--- config.mk ---
export PLATFORM = sky130hd
export DESIGN_NAME = nvram_dump
export DESIGN_NICKNAME = d
export VERILOG_FILES = /design/src/rtl/nvram_pkg.sv /design/src/rtl/nvram_pause_sync.sv /design/src/rtl/nvram_dump.sv
export SDC_FILE = /design/constraint.sdc
export NUM_CORES = 1
export LEC_CHECK = 0
export CORE_MARGIN = 3
export CORE_UTILIZATION = 38
export DETAILED_ROUTE_END_ITERATION = 10
export PLACE_DENSITY = 0.79
export SYNTH_ARGS = -nofsm -noshare
export SYNTH_HDL_FRONTEND = slang
export SYNTH_SLANG_ARGS = --single-unit
--- constraint.sdc ---
create_clock -name clk_sys -period 2.2 [get_ports clk_sys]
set_clock_uncertainty 0.1 [all_clocks]
set_input_delay 0.55 -clock clk_sys [delete_from_list [all_inputs] [get_ports clk_sys]]
set_output_delay 0.55 -clock clk_sys [all_outputs]
set_load 0.1 [all_outputs]
--- src/rtl/nvram_pkg.sv ---
// Shared types and constants for the NVRAM dump block.
package nvram_pkg;

   localparam int unsigned DATA_W  = 8;
   localparam int unsigned INDEX_W = 8;
   localparam int unsigned IOADR_W = 25;

   // Byte returned to the HPS for addresses beyond the dump region
   localparam logic [DATA_W-1:0] OOR_FILL = 8'hFF;

   typedef enum logic [2:0] {
      ST_IDLE    = 3'd0,
      ST_HALT    = 3'd1,
      ST_SETTLE  = 3'd2,
      ST_READY   = 3'd3,
      ST_FETCH   = 3'd4,
      ST_CAPTURE = 3'd5,
      ST_RESUME  = 3'd6
   } state_e;

   // Counter width able to hold pad-1 (at least one bit)
   function automatic int unsigned cnt_width(input int unsigned pad);
      return (pad <= 2) ? 1 : $clog2(pad);
   endfunction

endpackage

--- src/rtl/nvram_pause_sync.sv ---
// Pause handshake for the dump FSM: decides when a halted CPU has been
// paused long enough (PAUSEPAD cycles) to start serving data.
module nvram_pause_sync
   import nvram_pkg::*;
#(
   parameter int unsigned PAUSEPAD = 2
) (
   input  logic clk_sys,
   input  logic reset,
   input  logic in_halt,
   input  logic in_settle,
   input  logic paused,
   output logic settle_go_c,
   output logic settle_done_c,
   output logic settle_lost_c
);

   localparam int unsigned    CNT_W    = cnt_width(PAUSEPAD);
   localparam logic [CNT_W-1:0] CNT_LAST = CNT_W'((PAUSEPAD > 0) ? (PAUSEPAD - 1) : 0);

   logic [CNT_W-1:0] cnt_q;
   logic [CNT_W-1:0] cnt_d;

   // Handshake decisions and settle counter next value
   always_comb begin
      settle_go_c   = 1'b0;
      settle_done_c = 1'b0;
      settle_lost_c = 1'b0;
      cnt_d         = '0;
      if (in_halt && paused) begin
         settle_go_c = 1'b1;
      end
      if (in_settle) begin
         if (!paused) begin
            settle_lost_c = 1'b1;
         end else if (cnt_q == CNT_LAST) begin
            settle_done_c = 1'b1;
         end else begin
            cnt_d = cnt_q + CNT_W'(1);
         end
      end
   end

   // Settle counter register; cleared whenever the FSM is outside SETTLE
   always_ff @(posedge clk_sys) begin
      if (reset) begin
         cnt_q <= '0;
      end else begin
         cnt_q <= cnt_d;
      end
   end

endmodule

--- src/rtl/nvram_dump.sv ---
// Serves the game CMOS RAM to the HPS as an upload: halts the CPU, waits
// for it to settle, then answers byte reads with a fixed 3-cycle latency.
// Optional autosave request on OSD close is enabled by NVRAM_AUTOSAVE_EN.
module nvram_dump
   import nvram_pkg::*;
#(
   parameter int unsigned DUMPWIDTH = 8,
   parameter int unsigned DUMPINDEX = 4,
   parameter int unsigned PAUSEPAD  = 2
) (
   input  logic                 clk_sys,
   input  logic                 reset,
   input  logic                 ioctl_upload,
   input  logic [INDEX_W-1:0]   ioctl_index,
   input  logic [IOADR_W-1:0]   ioctl_addr,
   input  logic                 ioctl_rd,
   output logic [DATA_W-1:0]    ioctl_din,
   output logic                 ioctl_wait,
   output logic                 ioctl_upload_req,
   input  logic                 osd_status,
   input  logic                 autosave,
   output logic                 pause_cpu,
   input  logic                 paused,
   output logic [DUMPWIDTH-1:0] mem_addr,
   input  logic [DATA_W-1:0]    mem_data,
   output logic                 done
);

   state_e                state_q;
   state_e                state_d;
   logic                  pause_d;
   logic                  wait_d;
   logic                  done_d;
   logic [DATA_W-1:0]     din_d;
   logic [DUMPWIDTH-1:0]  maddr_d;
   logic                  oor_q;
   logic                  oor_d;
   logic                  sel_c;
   logic                  rd_oor_c;
   logic                  settle_go_c;
   logic                  settle_done_c;
   logic                  settle_lost_c;

   assign sel_c    = ioctl_upload && (ioctl_index == INDEX_W'(DUMPINDEX));
   assign rd_oor_c = (ioctl_addr >> DUMPWIDTH) != '0;

   nvram_pause_sync #(
      .PAUSEPAD (PAUSEPAD)
   ) u_pause_sync (
      .clk_sys       (clk_sys),
      .reset         (reset),
      .in_halt       (state_q == ST_HALT),
      .in_settle     (state_q == ST_SETTLE),
      .paused        (paused),
      .settle_go_c   (settle_go_c),
      .settle_done_c (settle_done_c),
      .settle_lost_c (settle_lost_c)
   );

   // Next state and next registered outputs
   always_comb begin
      state_d = state_q;
      pause_d = pause_cpu;
      wait_d  = ioctl_wait;
      done_d  = 1'b0;
      din_d   = ioctl_din;
      maddr_d = mem_addr;
      oor_d   = oor_q;

      case (state_q)
         ST_IDLE: begin
            if (sel_c) begin
               state_d = ST_HALT;
               pause_d = 1'b1;
               wait_d  = 1'b1;
            end
         end
         ST_HALT: begin
            if (settle_go_c) begin
               state_d = ST_SETTLE;
            end
         end
         ST_SETTLE: begin
            if (settle_lost_c) begin
               state_d = ST_HALT;
            end else if (settle_done_c) begin
               state_d = ST_READY;
               wait_d  = 1'b0;
            end
         end
         ST_READY: begin
            if (ioctl_rd) begin
               state_d = ST_FETCH;
               wait_d  = 1'b1;
               oor_d   = rd_oor_c;
               if (!rd_oor_c) begin
                  maddr_d = ioctl_addr[DUMPWIDTH-1:0];
               end
            end
         end
         ST_FETCH: begin
            state_d = ST_CAPTURE;
         end
         ST_CAPTURE: begin
            din_d   = oor_q ? OOR_FILL : mem_data;
            wait_d  = 1'b0;
            state_d = ST_READY;
         end
         ST_RESUME: begin
            state_d = ST_IDLE;
         end
         default: begin
            state_d = ST_IDLE;
            pause_d = 1'b0;
            wait_d  = 1'b0;
         end
      endcase

      // HPS abandoned the upload: release the CPU at once, drop any fetch
      if ((state_q != ST_IDLE) && (state_q != ST_RESUME) && !ioctl_upload) begin
         state_d = ST_RESUME;
         pause_d = 1'b0;
         wait_d  = 1'b0;
         done_d  = 1'b1;
         din_d   = ioctl_din;
      end
   end

   // State and output registers
   always_ff @(posedge clk_sys) begin
      if (reset) begin
         state_q    <= ST_IDLE;
         pause_cpu  <= 1'b0;
         ioctl_wait <= 1'b0;
         done       <= 1'b0;
         ioctl_din  <= '0;
         mem_addr   <= '0;
         oor_q      <= 1'b0;
      end else begin
         state_q    <= state_d;
         pause_cpu  <= pause_d;
         ioctl_wait <= wait_d;
         done       <= done_d;
         ioctl_din  <= din_d;
         mem_addr   <= maddr_d;
         oor_q      <= oor_d;
      end
   end

`ifdef NVRAM_AUTOSAVE_EN
   logic osd_q;

   // Request an upload when the OSD closes with autosave on and nothing in flight
   always_ff @(posedge clk_sys) begin
      if (reset) begin
         osd_q            <= 1'b0;
         ioctl_upload_req <= 1'b0;
      end else begin
         osd_q            <= osd_status;
         ioctl_upload_req <= osd_q && !osd_status && autosave && (state_q == ST_IDLE);
      end
   end
`else
   logic unused_autosave;

   assign ioctl_upload_req = 1'b0;
   assign unused_autosave  = &{1'b0, osd_status, autosave};
`endif

endmodule

# == After elaboration in Yosys (flattened, before gate mapping) ==
# Cells that the tools add are included.
# totals
reg_bits,24
in_bits,48
word_cells,74
out_inout_bits,20
# op_classes
eq_ne,18
n_bitwise,6
reduce_logical,19
addsub,1
muxes,21
# op_table
op,n
$reduce_bool A25 Y1,1
$mux W3,6
$pmux W3 S6,1
$ne A3 B3 Y1 const B,5
$mux W1,11
$ne A2 B2 Y1 const B,5
$eq A3 B3 Y1 const B,3
$eq A8 B3 Y1 const B,1
$mux W8,1
$reduce_and A4 Y1,2
$eq A3 B2 Y1 const B,2
$not A1 Y1,6
$reduce_and A2 Y1,3
$reduce_or A6 Y1,1
$reduce_and A5 Y1,1
$logic_and A1 B1 Y1,4
$ne A4 B4 Y1 const B,1
$pmux W1 S4,1
$reduce_or A4 Y1,1
$eq A3 B1 Y1 const B,1
$logic_not A3 Y1,1
$reduce_and A3 Y1,1
$reduce_bool A3 Y1,1
$reduce_or A3 Y1,1
other kinds (4),4

# == Depth between registers and ports, before layout ==
# Gate-level depths: netlist of run 1.
# depth
word_depth,7
mapped_depth,5
depth_no_buf,4

# == Cells and area by module ==
# From an unflattened synthesis of run 1, not the netlist that was laid out.
# unflattened
hier_cells,140
area_unflattened_um2,1191.1
# modules_own_cells
module,n_inst,seq_area_each_um2,area_each_um2,cells_each
nvram_dump,1,460.4,1134.8,135
nvram_pause_sync,1,20.0,56.3,5

# == Worst setup path after synthesis of run 1 ==
# OpenSTA, ideal clock, no wires.
# synth_path
path_type,input to register
startpoint,in ioctl_index[5]
endpoint,reg state_q[0]
required_ns,1.979
setup_slack_ns,0.420
t_arrival_ns,1.559
setup_time_ns,0.121
n_path_buf,0
cell_stages,4
cell_sequence,nor4_1 -> a31o_1 -> o211a_2 -> mux2_4
# synth_between
elab_chain_len,4
# synth_lines
element,line,rtl
"start, declared",nvram_dump.sv:14,"input logic [INDEX_W-1:0] ioctl_index,"
$eq A8 B3 Y1,nvram_dump.sv:44,assign sel_c = ioctl_upload && (ioctl_index == INDEX_W'(DUMPINDEX));
$logic_and A1 B1 Y1,nvram_dump.sv:44,
$ne A2 B2 Y1 (no source line),n/a,
$reduce_and A4 Y1 (no source line),n/a,
"end signal, assigned",nvram_dump.sv:140,state_q <= state_d;
"end, declared",nvram_dump.sv:29,state_e state_q;
# No other way between the ends.
# A chain may end at the register's enable or synchronous reset.

# == Final worst setup path of run 1 ==
# layout_path
startpoint,in ioctl_rd
endpoint,reg mem_addr[6]
# layout_between
elab_chain_len,1
# layout_lines
element,line,rtl
"start, declared",nvram_dump.sv:16,"input logic ioctl_rd,"
$reduce_and A3 Y1 (no source line),n/a,
"end signal, assigned",nvram_dump.sv:145,mem_addr <= maddr_d;
"end, declared",nvram_dump.sv:24,"output logic [DUMPWIDTH-1:0] mem_addr,"
# No other way between the ends.

==> results of run 1 <==
[cells in the mapped netlist, drive strengths merged, types with 2 or more instances]
| library cell | instances |
|---|---|
| nand3 | 9 |
| nand2 | 4 |
| a21oi | 14 |
| dfxtp | 24 |
| nor2b | 3 |
| a211oi | 9 |
| nor4 | 5 |
| or3 | 2 |
| nor3b | 3 |
| nand2b | 3 |
| a21o | 2 |
| nor3 | 5 |
| nor2 | 23 |
| buf | 6 |
| nand3b | 2 |
| o21ai | 11 |
| and3 | 2 |
| inv | 2 |
| or2 | 2 |
| a41oi | 2 |
| clkbuf | 4 |
[registers in the layout, summed over array words and instances, names as in the netlist]
signal and cells:
ioctl_din 8, mem_addr 8, state_q 3, done 1, ioctl_wait 1, oor_q 1
pause_cpu 1, u_pause_sync.cnt_q 1
[worst min-delay path by stage]
stage	depth (start not counted)	end	slack [ns]	startpoint
3_3_place_gp	1	u_pause_sync.cnt_q	0.36	u_pause_sync.cnt_q
5_1_grt	2	mem_addr[4]	0.40	mem_addr[4]
3_5_place_dp	2	mem_addr[4]	0.37	mem_addr[4]
2_1_floorplan	1	u_pause_sync.cnt_q	0.35	u_pause_sync.cnt_q
6_report	2	mem_addr[4]	0.39	mem_addr[4]
4_1_cts	2	mem_addr[4]	0.39	mem_addr[4]
[where the power goes]
group	switching (uW)	internal, uW	total [uW]
clock	133	184	317
sequential	68.7	469	538
combinational	292	254	546
total	493	907	1400
[tightest hold or removal path, delay by kind of cell (launching register included)]
family         cells  cell delay (ns)
AO/OA/AOI/OAI      2             0.13
flip-flops         1             0.33
[layer usage]
layer,GRT usage [%],vias to the layer above
met5,0,-
li1,-,677
met4,5.12,0
met3,3.92,2
met2,33.2,47
met1,20.1,625
[cells by family (layout without fill, tap and decap cells)]
| family | after synthesis | after routing | synth area share [%] |
|---|---|---|---|
| flip-flops | 24 | 24 | 38.2 |
| AND/OR/NAND/NOR | 67 | 67 | 31.8 |
| other | 1 | 1 | 0.298 |
| XOR/XNOR | 1 | 1 | 0.696 |
| multiplexers | 2 | 2 | 1.99 |
| buffers and inverters | 13 | 78 | 5.76 |
| AO/OA/AOI/OAI | 43 | 43 | 21.3 |
[placed cells by master (no fill, tap or decap), types with 3 or more instances in the layout]
| cell type | synthesis | routed |
|---|---|---|
| clkdlybuf4s50_1 | 0 | 45 |
| buf_4 | 2 | 26 |
| dfxtp_1 | 24 | 24 |
| nor2_1 | 23 | 23 |
| a21oi_1 | 14 | 14 |
| a211oi_1 | 9 | 9 |
| o21ai_1 | 9 | 9 |
| nand3_1 | 9 | 9 |
| nand2_1 | 4 | 4 |
| nor4_1 | 4 | 4 |
| nor3_1 | 3 | 3 |
| nor3b_1 | 3 | 3 |
| nor2b_1 | 3 | 3 |
| nand2b_1 | 3 | 3 |
| clkbuf_4 | 0 | 3 |
[metrics by stage]
step / util (%) / hold slack, ns / TNS [ns] / power [uW] / area [um^2]
2_1_floorplan: - / 0.345 / 0 / 910 / 1260
3_3_place_gp: 61.7 / 0.365 / -0.335 / 1070 / 1910
3_5_place_dp: 61.7 / 0.372 / -0.532 / 1090 / 1910
4_1_cts: 63.4 / 0.392 / 0 / 1410 / 1970
5_1_grt: 63.4 / 0.400 / 0 / 1470 / 1970
6_report: 63.4 / 0.388 / 0 / 1400 / 1970
[area by class of cell]
cell class / instances / share of cell area, %
multi-input combinational: 114 / 35.9
sequential: 24 / 24.4
timing repair buffer: 72 / 33.8
clock buffer: 3 / 1.15
clock inverter: 1 / 1.53
inverter: 2 / 0.382
tap: 44 / 2.80
==> key figures, run 1 <==
Placed design
  • Placed cells: 256
  • Port Buffers: between 60 and 70
  • GP Congestion: just over 0.8
  • Worst slack, placed: -0.0738 ns
  • DP Wirelength: between 2 and 3 mm

Floorplan
  • Rows: 20
  • Starting density of the core: 40.6%
  • I/O pins: 68
  • Die Height: 63.6 um
  • Die area: 0.00404 mm^2
  • Core Box Area: 0.00310 mm^2
  • Die Wd: approximately 64 um

Setup path
  • Largest stage delay on the critical path: 0.58 ns
  • Req. time, crit path: 2.31 ns
  • Critical path peak fanout: 8
  • Cells on worst reg2reg path: 4
  • Launch point of the worst reg-to-reg path: state_q[0]
  • Setup crit start kind: primary input
  • Slowest cell on crit path: or4_1
  • CP delay by family, top: simple AND/OR/NAND/NOR gates
  • Crit path launch: ioctl_rd
  • WP buf/inv: 1
  • Crit path capture: mem_addr[6]
  • Worst R2R End: mem_addr[6]
  • Crit path capture type: register
  • Worst path depth: 5
  • R2R setup slack: between 0.3 and 0.4 ns
  • CP cell instances: clkdlybuf4s50_1, nand4b_4, or4_1, o21ai_1, a21oi_1
  • Critical path class: primary input to register
  • Worst Path Arrival: 2.04 ns

Yosys
  • Yosys reg bits: 24
  • Distinct cell type count of the synthesized netlist: 43
  • Post-synth EDFFs: 0
  • Share of the synthesized area in the top cell type: 38.2%
  • Syn nets: ~200
  • Mapped cell area: roughly 0.0013 mm^2
  • Ys Warns: 0
  • Synth area leader: dfxtp_1
  • Post-synthesis async set-or-reset flop share: 0%
  • Synth top area cells: dfxtp_1, nor2_1, a21oi_1, a211oi_1, nand3_1
  • Syn Inst Count: 151
  • Sequential share of the synthesized area: 38.2%
  • Mean post-synth cell area: 8.34 um^2
  • Synth Flop Type: dfxtp_1

Outcome
  • Outcome: completed

Route
  • Via count: 1,351
  • Metal3 WL: 269 um
  • Routed wl met2: around 1.8 mm
  • 1st-pass router iterations: 4
  • ANT nets after route: 0
  • WL per Instance: 13.6 um
  • Highest Signal Layer: met4
  • WL met1: 1.40 mm
  • Initial DRC count: between 40 and 50
  • Residual DRC: 0
  • Drt total wl: 3.55 mm
  • Vias/cell: 5.20

Layout
  • Final non-filler cell total: 260
  • Fraction of layout cells with a size suffix above 1: 18.5%
  • N_diodes: 0
  • Fillcell total: ~300
  • Final nets: 265
  • Reg area: 480 um^2
  • P&R area growth vs syn: 56.3%
  • Area taken by multi-input logic gates: 706 um^2

Clock network
  • CTS tree: done
  • TritonCTS Sinks: 24
  • CTS Hold Bufs: 0
  • Clk buf depth: 2
  • Clock-pin transition on the worst setup and hold timing paths: approximately 0.13 ns
  • TritonCTS Buffers: 3
  • CTS H-Tree Depth: 1
  • # resized after CTS: 0
  • CTS Root Cell: clkbuf_4
  • # Post-CTS Setup Buffers: 0
  • Skew-Pair Late Insertion Delay: 0.31 ns

Global route
  • Maximum number of pins on one net before global-route repair: 17
  • Global-route wire length before repair: around 6 mm
  • Number of global-route vias before repair: 1,390
  • Gr usage total: 17.9%
  • Grt total ovfl: 0
  • Initial antenna violation count: 0

Timing
  • Final Hold Violating Endpoints: 0
  • Slew Limit Headroom: between 60 and 70%
  • Worst Max-Slew Pin Slew: 0.506 ns
  • Fmax: 0.518 GHz
  • RSZ-0062 raised after global routing: false
  • Final period util: 87.7%
  • Crit path time final: 1.93 ns
  • Final worst slack: 0.270 ns
  • Endpoints failing setup: 0
  • Slew Viols, Final: 0

Flow run
  • Max-cap viol count: 0

Pwr
  • Worst VDD drop: 481 uV
  • Leakage: approximately 0.00076 uW
  • PD cells: 712 mW/mm^2

Hold path
  • Min-Delay Path Class: register to register
No activity file was read; power rests on OpenSTA's default activity.
==> inputs of run 2 (changes only) <==
--- a/config.mk
+++ b/config.mk
@@ -6,9 +6,11 @@
 export NUM_CORES = 1
 export LEC_CHECK = 0
 export CORE_MARGIN = 3
-export CORE_UTILIZATION = 38
+export CORE_UTILIZATION = 35
 export DETAILED_ROUTE_END_ITERATION = 10
-export PLACE_DENSITY = 0.79
+export PLACE_DENSITY = 0.76
+export SKIP_CTS_REPAIR_TIMING = 1
 export SYNTH_ARGS = -nofsm -noshare
 export SYNTH_HDL_FRONTEND = slang
 export SYNTH_SLANG_ARGS = --single-unit
+export TNS_END_PERCENT = 30
==> constraint.sdc (replaced) <==
create_clock -name clk_sys -period 1.6 [get_ports clk_sys]
set_clock_uncertainty 0.1 [all_clocks]
set_input_delay 0.4 -clock clk_sys [delete_from_list [all_inputs] [get_ports clk_sys]]
set_output_delay 0.4 -clock clk_sys [all_outputs]
set_load 0.1 [all_outputs]
==> run 2 against run 1 <==
The run now ends with negative setup slack left; critical path depth fell by 1; die area is 7.7% higher; sequential power is 32% higher; critical path type unchanged; clock-buffer cell count unchanged; power grew 55%; combinational power rose by 87%; worst hold slack better by 0.029 ns; final area up 31%; clock power grew 42%; largest power group unchanged; via count increased by 8.0%; sequential cell count is the same; first-iteration DRC count down 27%.
==> key figures, run 2 (synthesized netlist as in run 1, its figures left out) <==
Pwr
  • Clk pwr share: 20.7% (was 22.6%)
  • Part of the power in registers: 32.6% (was 38.4%)
  • Int Power: 1420 uW (was 907 uW)
  • Combinational Power Share: 46.7% (was 39.0%)
  • Switching Power: 755 uW (was 493 uW)
  • Switch share: 34.7% (was 35.2%)
  • Worst VDD drop: 521 uV (was 481 uV)
  • PD cells: 848 mW/mm^2 (was 712 mW/mm^2)
  • Leakage: 0.00106 uW (was 0.000764 uW)

Route
  • Drt total wl: 4.20 mm (was 3.55 mm)
  • Vias/cell: 5.10 (was 5.20)
  • 1st-pass router iterations: 4 (unchanged)
  • Via count: 1,459 (was 1,351)
  • WL per Instance: 14.7 um (was 13.6 um)
  • Initial DRC count: 30 (was 41)
  • ANT nets after route: 0 (unchanged)
  • Residual DRC: 0 (unchanged)

Timing
  • Slew Viols, Final: 0 (unchanged)
  • Final worst slack: -0.0141 ns (was 0.270 ns)
  • Fin Setup TNS: -0.0168 ns (was 0 ns)
  • RSZ-0062 raised after global routing: true (was false)
  • Endpoints failing setup: 2 (was 0)
  • Crit path time final: roughly 1.6 ns
  • Final Hold Violating Endpoints: 0 (unchanged)
  • Final period util: 101%
  • Fmax: 0.620 GHz

Clock network
  • Clock-pin transition on the worst setup and hold timing paths: 0.14 ns (was 0.13 ns)
  • TritonCTS Sinks: 24 (unchanged)
  • CTS Root Cell: clkbuf_4 (unchanged)
  • Skew-Pair Late Insertion Delay: 0.33 ns (was 0.31 ns)
  • CTS tree: done (unchanged)
  • CTS H-Tree Depth: 1 (unchanged)
  • TritonCTS Buffers: 3 (unchanged)
  • Clk buf depth: 2 (unchanged)

Flow run
  • Max-cap viol count: 0 (unchanged)

Layout
  • Final core occ: 75.7% (was 63.4%)
  • Most frequent cells in the layout: clkdlybuf4s50_1, buf_4, nor2_1 (was clkdlybuf4s50_1, buf_4, dfxtp_1)
  • Layout Cell Area excl Fill: 0.00257 mm^2 (was 0.00197 mm^2)
  • Fraction of layout cells with a size suffix above 1: 37.1% (was 18.5%)
  • Largest regs: ioctl_din: 8 flops, mem_addr: 8 flops, state_q: 3 flops (unchanged)
  • Most common cell after layout, fill and taps aside: clkdlybuf4s50_1 (unchanged)
  • P&R area growth vs syn: 104% (was 56.3%)
  • Final nets: 289 (was 265)
  • N_diodes: 0 (unchanged)

Global route
  • Gr usage total: 16.8% (was 17.9%)
  • Number of global-route vias before repair: 1,366 (was 1,390)
  • Grt total ovfl: 0 (unchanged)
  • Global-route wire length before repair: 5.81 mm (was 6.01 mm)
  • Maximum number of pins on one net before global-route repair: 17 (unchanged)
  • Initial antenna violation count: 0 (unchanged)

Placed design
  • Placed cell area: 0.00228 mm^2 (was 0.00191 mm^2)
  • DP Wirelength: 2.81 mm (was 2.86 mm)
  • Port Buffers: 64 (unchanged)
  • GP Congestion: 0.884 (was 0.812)

Setup path
  • Setup crit start kind: primary input (unchanged)
  • CP delay by family, top: simple AND/OR/NAND/NOR gates (unchanged)
  • CP cell instances: clkdlybuf4s50_1, or4_4, o21ai_1, a21oi_2 (was clkdlybuf4s50_1, nand4b_4, or4_1, o21ai_1, a21oi_1)
  • Critical path peak fanout: 8 (unchanged)
  • Crit path capture type: register (unchanged)
  • Critical path class: primary input to register (unchanged)
  • WP buf/inv: 1 (unchanged)
  • Req. time, crit path: 1.74 ns (was 2.31 ns)
  • Slowest cell on crit path: or4_4 (was or4_1)
  • Worst Path Arrival: 1.76 ns (was 2.04 ns)
  • Largest stage delay on the critical path: 0.62 ns (was 0.58 ns)

Floorplan
  • Rows: 21 (was 20)
  • Starting density of the core: 37.1% (was 40.6%)
  • Die Wd: 66.0 um (was 63.6 um)
  • Die Height: 66.0 um (was 63.6 um)
  • I/O pins: 68 (unchanged)
  • Core Box Area: 0.00339 mm^2 (was 0.00310 mm^2)
  • Die area: 0.00435 mm^2 (was 0.00404 mm^2)

Outcome
  • Failing checks: negative setup slack
  • Outcome: finished, violations left (was completed)

Hold path
  • Min-Delay Path Class: register to register (unchanged)
[run 2: cell type report]
class                   instances  area, um^2
fillers                       203         822
repair buffers                 96        1140
clock inverters                 1        30.0
multi-input cells             114         828
clock buffers                   3        22.5
flip-flops and latches         24         484
well taps                      46        57.6
inverters                       2        7.51
[run 2: power groups by stage]
| stage | clock (uW) | combinational, uW | sequential, uW |
|---|---|---|---|
| finish | 450 | 1020 | 709 |
| global placement | 0 | 924 | 713 |
| floorplan | 0 | 394 | 858 |
| global route | 478 | 1080 | 714 |
| CTS | 463 | 935 | 702 |
| detailed placement | 0 | 932 | 715 |
[run 2: worst paths after layout]
kind	start	endpoint	slack [ns]	cells after the start
setup / recovery	ioctl_addr[23]	mem_addr[3]	-0.01	4
hold / removal	u_pause_sync.cnt_q	u_pause_sync.cnt_q	0.42	1
setup reg to reg	state_q[1]	state_q[0]	0	4
hold reg to reg	u_pause_sync.cnt_q	u_pause_sync.cnt_q	0.42	1
[run 2: per-layer routing]
| layer | wire, um | GRT usage (%) |
|---|---|---|
| met1 | 1770 | 19.4 |
| met2 | 2090 | 29.3 |
| met3 | 278 | 4.42 |
| met4 | 65 | 6.85 |
| met5 | 0 | 0 |
[run 2: stage by stage]
stage          hold WS (ns)  total power (uW)  std cells  worst slack, ns
5_1_grt               0.435              2270        286          -0.0564
3_5_place_dp          0.380              1650        274           -0.495
2_1_floorplan         0.345              1250        151           0.0174
3_3_place_gp          0.368              1640        274           -0.461
4_1_cts               0.402              2100        278           -0.137
6_report              0.417              2180        286          -0.0141
==> inputs of run 3 (changes only) <==
--- a/config.mk
+++ b/config.mk
@@ -6,9 +6,10 @@
 export NUM_CORES = 1
 export LEC_CHECK = 0
 export CORE_MARGIN = 3
-export CORE_UTILIZATION = 35
+export CORE_UTILIZATION = 55
 export DETAILED_ROUTE_END_ITERATION = 10
-export PLACE_DENSITY = 0.76
+export DONT_BUFFER_PORTS = 1
+export PLACE_DENSITY = 0.73
 export SKIP_CTS_REPAIR_TIMING = 1
 export SYNTH_ARGS = -nofsm -noshare
 export SYNTH_HDL_FRONTEND = slang
==> run 3 against run 2 <==
The run still ends with negative setup slack left; die area is 33% lower; combinational power is 20% lower; core utilization is 1.6 points higher; clock-buffer cell count stayed put; fmax is 0.31% lower; global-route usage is 4.9 points higher; clock power is 1% lower; cell count is 28% lower; final area is 38% lower; setup slack worse by 0.0049 ns; critical endpoint is now state_q[0]; largest power group unchanged.
==> key figures, run 3 (synthesized netlist as in run 1, its figures left out) <==
Placed design
  • Port Buffers: 0 (was 64)
  • GP Congestion: 0.784 (was 0.884)
  • DP Wirelength: 2.28 mm (was 2.81 mm)
  • Placed cells: 200 (was 274)

Global route
  • Grt total ovfl: 0 (unchanged)
  • Number of global-route vias before repair: 1,165 (was 1,366)
  • Global-route wire length before repair: 4.57 mm (was 5.81 mm)
  • Initial antenna violation count: 0 (unchanged)
  • Maximum number of pins on one net before global-route repair: 25 (was 17)
  • Gr usage total: 21.7% (was 16.8%)

Clock network
  • TritonCTS Buffers: 3 (unchanged)
  • Clk buf depth: 2 (unchanged)
  • CTS Root Cell: clkbuf_4 (unchanged)
  • Clock-pin transition on the worst setup and hold timing paths: 0.14 ns (about the same)
  • CTS tree: done (unchanged)
  • CTS H-Tree Depth: 1 (unchanged)
  • TritonCTS Sinks: 24 (unchanged)
  • Skew-Pair Late Insertion Delay: 0.32 ns (was 0.33 ns)

Setup path
  • Critical path class: register to register (was primary input to register)
  • Crit path capture type: register (unchanged)
  • CP delay by family, top: flip-flops (was simple AND/OR/NAND/NOR gates)
  • CP cell instances: or3_1, a31o_1, o211a_4, mux2_4 (was clkdlybuf4s50_1, or4_4, o21ai_1, a21oi_2)
  • Worst Path Arrival: 1.75 ns (was 1.76 ns)
  • Setup crit start kind: register (was primary input)
  • Slowest cell on crit path: dfxtp_4 (was or4_4)
  • WP buf/inv: 0 (was 1)
  • Largest stage delay on the critical path: 0.39 ns (was 0.62 ns)
  • Cells on worst reg2reg path: 4 (unchanged)
  • Req. time, crit path: 1.73 ns (was 1.74 ns)
  • Worst path depth: 4 (unchanged)
  • Critical path peak fanout: 5 (was 8)

Floorplan
  • I/O pins: 68 (unchanged)
  • Die area: 0.00290 mm^2 (was 0.00435 mm^2)
  • Die Wd: 53.8 um (was 66.0 um)
  • Die Height: 53.8 um (was 66.0 um)
  • Rows: 16 (was 21)
  • Starting density of the core: 61.0% (was 37.1%)
  • Core Box Area: 0.00206 mm^2 (was 0.00339 mm^2)

Pwr
  • Leakage: 0.000639 uW (was 0.00106 uW)
  • Worst VDD drop: 1320 uV (was 521 uV)
  • Part of the power in registers: 35.7% (was 32.6%)
  • Switch share: 34.7% (about the same)
  • PD cells: 1220 mW/mm^2 (was 848 mW/mm^2)
  • Clk pwr share: 22.8% (was 20.7%)
  • Switching Power: 679 uW (was 755 uW)
  • Combinational Power Share: 41.5% (was 46.7%)
  • Int Power: 1280 uW (was 1420 uW)

Layout
  • Most frequent cells in the layout: buf_4, nor2_1, dfxtp_1 (was clkdlybuf4s50_1, buf_4, nor2_1)
  • Final core occ: 77.4% (was 75.7%)
  • P&R area growth vs syn: 26.7% (was 104%)
  • Fraction of layout cells with a size suffix above 1: 30.3% (was 37.1%)
  • N_diodes: 0 (unchanged)
  • Final non-filler cell total: 205 (was 286)
  • Final nets: 227 (was 289)
  • Most common cell after layout, fill and taps aside: buf_4 (was clkdlybuf4s50_1)
  • Largest regs: ioctl_din: 8 flops, mem_addr: 8 flops, state_q: 3 flops (unchanged)

Route
  • Residual DRC: 0 (unchanged)
  • Vias/cell: 5.88 (was 5.10)
  • Drt total wl: 2.96 mm (was 4.20 mm)
  • WL per Instance: 14.4 um (was 14.7 um)
  • Via count: 1,206 (was 1,459)
  • Initial DRC count: 22 (was 30)
  • 1st-pass router iterations: 4 (unchanged)
  • ANT nets after route: 0 (unchanged)

Outcome
  • Outcome: finished, violations left (unchanged)
  • Failing checks: negative setup slack (unchanged)

Hold path
  • Min-Delay Path Class: primary input to register (was register to register)
  • Worst hold stages: 1 (unchanged)

Timing
  • RSZ-0062 raised after global routing: true (unchanged)
  • Final Hold Violating Endpoints: 0 (unchanged)
  • Endpoints failing setup: 2 (unchanged)
  • Final worst slack: -0.0191 ns (was -0.0141 ns)
  • Fin Setup TNS: -0.0209 ns (was -0.0168 ns)
  • Hold WS: 0.0172 ns (was 0.417 ns)
  • Final period util: 101% (about the same)
  • Slew Viols, Final: 0 (unchanged)
  • Crit path time final: 1.62 ns (was 1.61 ns)
  • Fmax: 0.618 GHz (was 0.620 GHz)

Flow run
  • Max-cap viol count: 0 (unchanged)
run 3: power groups by stage:
stage                     Clock, uW  Combinational (uW)  Sequential, uW
after floorplan                   0                 394             858
after global placement            0                 742             701
after detailed placement          0                 756             702
after CTS                       460                 758             689
after global routing            485                 870             704
final                           445                 811             697
run 3: path summary, 6_finish.rpt:
check	slack (ns)	to	start
max	-0.02	state_q[0]	state_q[1]
min	0.02	mem_addr[7]	reset
max reg2reg	-0.02	state_q[0]	state_q[1]
min reg2reg	0.38	mem_addr[7]	mem_addr[7]
run 3: per-stage QoR:
| stage | setup slack, ns | area, um^2 | power (uW) |
|---|---|---|---|
| CTS | -0.0678 | 1560 | 1910 |
| global placement | -0.0350 | 1510 | 1440 |
| global route | -0.0480 | 1600 | 2060 |
| floorplan | 0.0174 | 1260 | 1250 |
| finish | -0.0191 | 1600 | 1950 |
| detailed placement | -0.0891 | 1510 | 1460 |
run 3: metal layers:
| layer | vias up | wire, um | global-route usage (%) |
|---|---|---|---|
| met5 | - | 0 | 0 |
| met4 | 0 | 37 | 8.94 |
| met3 | 4 | 269 | 3.60 |
| met2 | 58 | 1410 | 39.5 |
| met1 | 542 | 1240 | 24.7 |
| li1 | 602 | - | - |
run 3: cell type report:
cell class / count / area [um^2]
repair buffers: 34 / 284
flip-flops and latches: 24 / 487
multi-input cells: 114 / 731
clock inverters: 1 / 30.0
fillers: 161 / 467
well taps: 27 / 33.8
inverters: 2 / 7.51
clock buffers: 3 / 22.5
